`config.mk`:
```
export PLATFORM = sky130hd
export DESIGN_NAME = pipe_stage_reg
export DESIGN_NICKNAME = d
export VERILOG_FILES = /design/src/rtl/pipe_stage_reg.sv
export SDC_FILE = /design/constraint.sdc
export NUM_CORES = 1
export LEC_CHECK = 0
export ABC_AREA = 1
export CAP_MARGIN = 20
export CORE_ASPECT_RATIO = 0.9
export CORE_MARGIN = 3
export CORE_UTILIZATION = 39
export CTS_CLUSTER_SIZE = 24
export DETAILED_ROUTE_END_ITERATION = 10
export PLACE_DENSITY = 0.83
export SKIP_LAST_GASP = 1
export SYNTH_ARGS = -nofsm -noshare
export SYNTH_HDL_FRONTEND = slang
export SYNTH_SLANG_ARGS = --single-unit
```
`constraint.sdc`:
```
create_clock -name clk -period 2.46 [get_ports clk]
set_clock_uncertainty 0.2 [all_clocks]
set_input_delay 0.246 -clock clk [delete_from_list [all_inputs] [get_ports clk]]
set_output_delay 0.246 -clock clk [all_outputs]
set_load 0.005 [all_outputs]
```
`src/rtl/pipe_stage_reg.sv`:
```
// pipe_stage_reg: reusable handshaked pipeline stage register (valid/ready, sync flush).
// Carries a control field that is forced to zero on bubbles and an unmasked data field.
// Define PIPE_SKID_EN for a two-entry (main + skid) build whose in_ready is registered.
// Without it the stage holds a single entry and in_ready depends combinationally on out_ready.
module pipe_stage_reg #(
  parameter int unsigned CTRL_W = 2,
  parameter int unsigned DATA_W = 69
) (
  input  logic              clk,
  input  logic              rst,
  input  logic              flush,
  input  logic              in_valid,
  output logic              in_ready,
  input  logic [CTRL_W-1:0] in_ctrl,
  input  logic [DATA_W-1:0] in_data,
  output logic              out_valid,
  input  logic              out_ready,
  output logic [CTRL_W-1:0] out_ctrl,
  output logic [DATA_W-1:0] out_data,
  output logic [1:0]        out_count
);

  // Main entry: always the oldest held beat, drives the outputs.
  logic              main_valid_q, main_valid_d;
  logic [CTRL_W-1:0] main_ctrl_q,  main_ctrl_d;
  logic [DATA_W-1:0] main_data_q,  main_data_d;

  logic in_fire;
  logic out_fire;
  logic skid_valid;

  assign in_fire  = in_valid & in_ready;
  assign out_fire = main_valid_q & out_ready;

`ifdef PIPE_SKID_EN
  // Skid entry: absorbs the one beat that arrives after out_ready drops.
  logic              skid_valid_q, skid_valid_d;
  logic [CTRL_W-1:0] skid_ctrl_q,  skid_ctrl_d;
  logic [DATA_W-1:0] skid_data_q,  skid_data_d;

  // Straight from a flop, so long downstream stall wires never reach upstream logic.
  assign in_ready   = ~skid_valid_q;
  assign skid_valid = skid_valid_q;

  // Next state: flush beats everything; otherwise drain skid first, keeping arrival order.
  always_comb begin
    main_valid_d = main_valid_q;
    main_ctrl_d  = main_ctrl_q;
    main_data_d  = main_data_q;
    skid_valid_d = skid_valid_q;
    skid_ctrl_d  = skid_ctrl_q;
    skid_data_d  = skid_data_q;
    if (flush) begin
      main_valid_d = 1'b0;
      skid_valid_d = 1'b0;
    end else if (out_fire) begin
      if (skid_valid_q) begin
        // in_ready is low here, so no input can compete with the move.
        main_valid_d = 1'b1;
        main_ctrl_d  = skid_ctrl_q;
        main_data_d  = skid_data_q;
        skid_valid_d = 1'b0;
      end else if (in_fire) begin
        main_valid_d = 1'b1;
        main_ctrl_d  = in_ctrl;
        main_data_d  = in_data;
      end else begin
        main_valid_d = 1'b0;
      end
    end else if (in_fire) begin
      if (main_valid_q) begin
        skid_valid_d = 1'b1;
        skid_ctrl_d  = in_ctrl;
        skid_data_d  = in_data;
      end else begin
        main_valid_d = 1'b1;
        main_ctrl_d  = in_ctrl;
        main_data_d  = in_data;
      end
    end
  end

  // State registers for both entries, cleared asynchronously.
  always_ff @(posedge clk or posedge rst) begin
    if (rst) begin
      main_valid_q <= 1'b0;
      main_ctrl_q  <= '0;
      main_data_q  <= '0;
      skid_valid_q <= 1'b0;
      skid_ctrl_q  <= '0;
      skid_data_q  <= '0;
    end else begin
      main_valid_q <= main_valid_d;
      main_ctrl_q  <= main_ctrl_d;
      main_data_q  <= main_data_d;
      skid_valid_q <= skid_valid_d;
      skid_ctrl_q  <= skid_ctrl_d;
      skid_data_q  <= skid_data_d;
    end
  end
`else
  // Single entry: accept whenever the held beat leaves in the same cycle.
  assign in_ready   = ~main_valid_q | out_ready;
  assign skid_valid = 1'b0;

  // Next state: flush wins; otherwise replace, drain or load the single entry.
  always_comb begin
    main_valid_d = main_valid_q;
    main_ctrl_d  = main_ctrl_q;
    main_data_d  = main_data_q;
    if (flush) begin
      main_valid_d = 1'b0;
    end else if (in_fire) begin
      main_valid_d = 1'b1;
      main_ctrl_d  = in_ctrl;
      main_data_d  = in_data;
    end else if (out_fire) begin
      main_valid_d = 1'b0;
    end
  end

  // State register for the single entry, cleared asynchronously.
  always_ff @(posedge clk or posedge rst) begin
    if (rst) begin
      main_valid_q <= 1'b0;
      main_ctrl_q  <= '0;
      main_data_q  <= '0;
    end else begin
      main_valid_q <= main_valid_d;
      main_ctrl_q  <= main_ctrl_d;
      main_data_q  <= main_data_d;
    end
  end
`endif

  // Outputs: control is masked on bubbles so downstream never commits an invalid beat.
  always_comb begin
    out_valid = main_valid_q;
    out_ctrl  = main_valid_q ? main_ctrl_q : '0;
    out_data  = main_data_q;
    out_count = {1'b0, main_valid_q} + {1'b0, skid_valid};
  end

endmodule

```
# Word level (Yosys, flattened, before mapping)
# Cells that the tools add are included.
[op_classes]
n_reduce_logical = 2
n_mux = 4
bitwise_logic = 5
[ops]
columns = ["cell", "count"]
rows = [
  ["2-to-1 mux 1 bit", 3],
  ["nonzero test 3 bit", 1],
  ["AND 1 bit", 2],
  ["2-to-1 mux 2 bit", 1],
  ["inverter 1 bit", 2],
  ["AND reduction 2 bit", 1],
  ["bitwise OR 1 bit", 1],
]
[totals]
register_bits = 72
in_bits = 76
elab_cells = 14

# Depth between registers and ports, before layout
[depth]
ltp_word = 5
mapped_depth = 6

# Worst setup path before layout
# OpenSTA, ideal clock, no wires.
[synth_timing]
path_kind = "register to output"
start = "reg main_valid_q (netlist: out_valid)"
end = "out in_ready"
arrival_time_ns = 0.808
path_slack_ns = 1.206
path_buffers = 2
path_stages_with_launch = 4
path_cell_list = "dfrtp_1 > nand2_1 > buf_2 > buf_4"
[synth_via]
elab_chain_len = 2
[synth_lines]
columns = ["element", "line_no", "text"]
rows = [
  ["start: declaration", "24", "logic main_valid_q, main_valid_d;"],
  ["start signal: assignment", "129", "main_valid_q <= main_valid_d;"],
  ["inverter 1 bit", "103", "assign in_ready = ~main_valid_q | out_ready;"],
  ["bitwise OR 1 bit", "103", ""],
  ["end: declaration", "13", "output logic in_ready,"],
]
# Every way passes these cells.

# Worst setup path after layout
# Same ends and word-level chain as after synthesis.

==> flow_summary.toml <==
[status]
status = "finished clean"

[setup_path]
end_kind = "primary output"
regToRegEndpoint = "out_data[30]$_DFFE_PP0P_"
path_max_fanout = 5
arrival_ns = 1.46
critPathLaunchType = "flop"
reg2reg_setup_slack_ns = 0.97
worstPathRequired_ns = 2.01
crit_type = "flop to primary output"
r2r_cells = 5
critPathLaunch = "out_valid$_DFFE_PP0P_"
endpoint = "in_ready"
r2r_start = "out_valid$_DFFE_PP0P_"

[route]
ant_nets = 0
initialDrtViolationCount = 130
vias_per_cell = 4.65
wl_per_cell_um = 14.1
drt_pass1_iterations = 6
num_vias = 2612
drt_drc_violations_left = 0
drt_wl_total_um = 7950

[sta]
rsz0062_at_grt = "no"
min_period_over_period_pct = 77.4
max_freq_mhz = 525
report.final.slew_viol_count = 0
fin_setup_tns_ns = 0
setup_viol = 0
final_hold_viol_count = 0
min_period_ns = 1.90

[global_route]
antenna_found_initial = 0
track_usage_pct = 20.2
grt.overflow.total = 0
grt_max_degree = 73
grt_pass1_wl_um = 13100
grt_pass1_vias = 2840

[synth]
synth_xor_area_share_pct = 0
avgSynthCellArea_um2 = 8.95
yosysUniqueCellTypes = 10
synth_flop_cell = "dfrtp_1"
synth_compound_area_share_pct = 0.174
async_flop_share_pct = 100
ys_seq_elements = 72
syn_area_um2 = 2870
syn-num-nets = 397
synth_fa_ha_area_share_pct = 0
synth_top_family_by_area = "simple AND/OR/NAND/NOR gates"
synth_edf_count = 0
ys_top_cells_by_area = "dfrtp_1 (63%), nand2_1 (19%), nand3_1 (12%)"
yosysWarnings = 0
yosys.cell_count.top_type = "nand2_1"
synth_common_cells = "nand2_1 (146), dfrtp_1 (72), nand3_1 (71), buf_2 (21), inv_1 (4)"
synth_top_area_share_pct = 62.7
yosysTopAreaCell = "dfrtp_1"
synthMuxAreaShare_pct = 0
synth_seq_area_share_pct = 62.7
synthSimpleGateAreaFrac_pct = 31.9
synthCells = 321

[die]
core-area_um2 = 7110
die_area_um2 = 8430
start_util_pct = 40.4
ios = 151
die_h_um = 87.4
dieWidth_um = 96.5
num_rows = 29

[clocking]
cts_tree = "built"
h-tree-depth = 3
cts_root_buffer = "clkbuf_8"
clk_path_buf_depth = 2
postCtsSetupBuffers = 0
cts_num_sinks = 72
cts_hold_buf = 0
insertion_delay_ns = 0.32
cts_resized = 0
cts.clk_slew.worst_paths_ns = 0.08
cts_made_buffers = 9

[pwr]
p_clk_share_pct = 29.6
power.internal_w = 0.00234
p_leak_nw = 2.25
power_frac_seq_pct = 46.5
p_sw_w = 0.000774
p_per_area_nw_per_um2 = 675
power_frac_comb_pct = 23.9
peakVddDrop_v = 0.000320
swShare_pct = 24.8

[layout]
nets = 540
antennaDiodeCount = 0
final_cells = 562
syn_to_final_growth_pct = 60.9
drive_gt1_share_pct = 5.54

[place]
dpl.hpwl_um = 5610
port_buffers = 149
dp_cells = 546
place_congestion = 0.712

[hold_path]
hold_path_class = "input pin to asynchronous set/reset pin"

[run]
timing.max_cap.violations = 0
-- kinds of logic after synthesis --
| logic type | Yosys count |
|---|---|
| simple gates | 218 |
| flops | 72 |
| compound gates | 1 |
| other cells | 1 |
| buf+inv | 29 |
-- power by group through the flow --
stage	registers [W]	logic [W]	clock network (W)
2_1_floorplan	0.00148	0.000214	0
3_3_place_gp	0.00146	0.000740	0
3_5_place_dp	0.00147	0.000759	0
4_1_cts	0.00145	0.000761	0.000953
5_1_grt	0.00147	0.000827	0.00101
6_report	0.00145	0.000745	0.000921
-- registers in the layout (all words and copies together), names as in the netlist --
signal and count:
main_ctrl_q 2, out_valid 1, out_data 69
-- cells in the final DEF (no fill, tap or decap) --
cell,n
nand3_1,71
clkinv_2,2
inv_2,2
nor2_4,1
clkdlybuf4s50_1,149
inv_1,3
nand2_2,2
nand2_1,144
clkbuf_8,11
buf_4,6
a21oi_1,1
clkbuf_1,2
bufinv_16,1
buf_12,1
conb_1,1
dfrtp_1,72
-- worst max-delay path: stages (launching register included) --
cell and delay, ns:
dfrtp_1 0.45, nand2_2 0.14, clkdlybuf4s50_1 0.55
-- layer usage --
layer  GRT usage [%]  up-vias  wire (um)
met5               0        -          0
met4            6.88        0         73
met3            6.14        9        658
met2            34.2       87       4020
met1            24.3     1217       3200
li1                -     1299          -
-- worst min-delay path by stage --
stage | to | slack (ns) | start | cells past startpoint
finish | out_data[52]$_DFFE_PP0P_ | 0.11 | rst | 3
global route | out_data[52]$_DFFE_PP0P_ | 0.13 | rst | 3
CTS | out_data[46]$_DFFE_PP0P_ | 0.11 | rst | 3
detailed placement | out_data[57]$_DFFE_PP0P_ | 0.26 | out_data[57]$_DFFE_PP0P_ | 2
global placement | out_data[67]$_DFFE_PP0P_ | 0.25 | out_data[67]$_DFFE_PP0P_ | 2
floorplan | out_valid$_DFFE_PP0P_ | 0.11 | flush | 1
-- cell type report --
type / instances / area (um^2)
Clock buffer: 13 / 159
Multi-Input combinational cell: 220 / 928
Fill cell: 624 / 2490
Clock inverter: 3 / 40.0
Timing Repair Buffer: 156 / 1560
Sequential cell: 72 / 1800
Tap cell: 93 / 116
Inverter: 5 / 18.8
-- per-stage QoR --
step | total power (W) | utilization [%] | setup WS [ns] | cell area (um^2) | hold slack, ns
detailed placement | 0.00223 | 62.2 | 0.614 | 4420 | 0.258
floorplan | 0.00169 | - | 0.189 | 2870 | 0.109
global placement | 0.00220 | 62.2 | 0.602 | 4420 | 0.253
global route | 0.00331 | 65.0 | 0.455 | 4620 | 0.127
finish | 0.00312 | 65.0 | 0.555 | 4620 | 0.108
CTS | 0.00316 | 65.0 | 0.531 | 4620 | 0.112
Power figures use the tool's default switching activity.
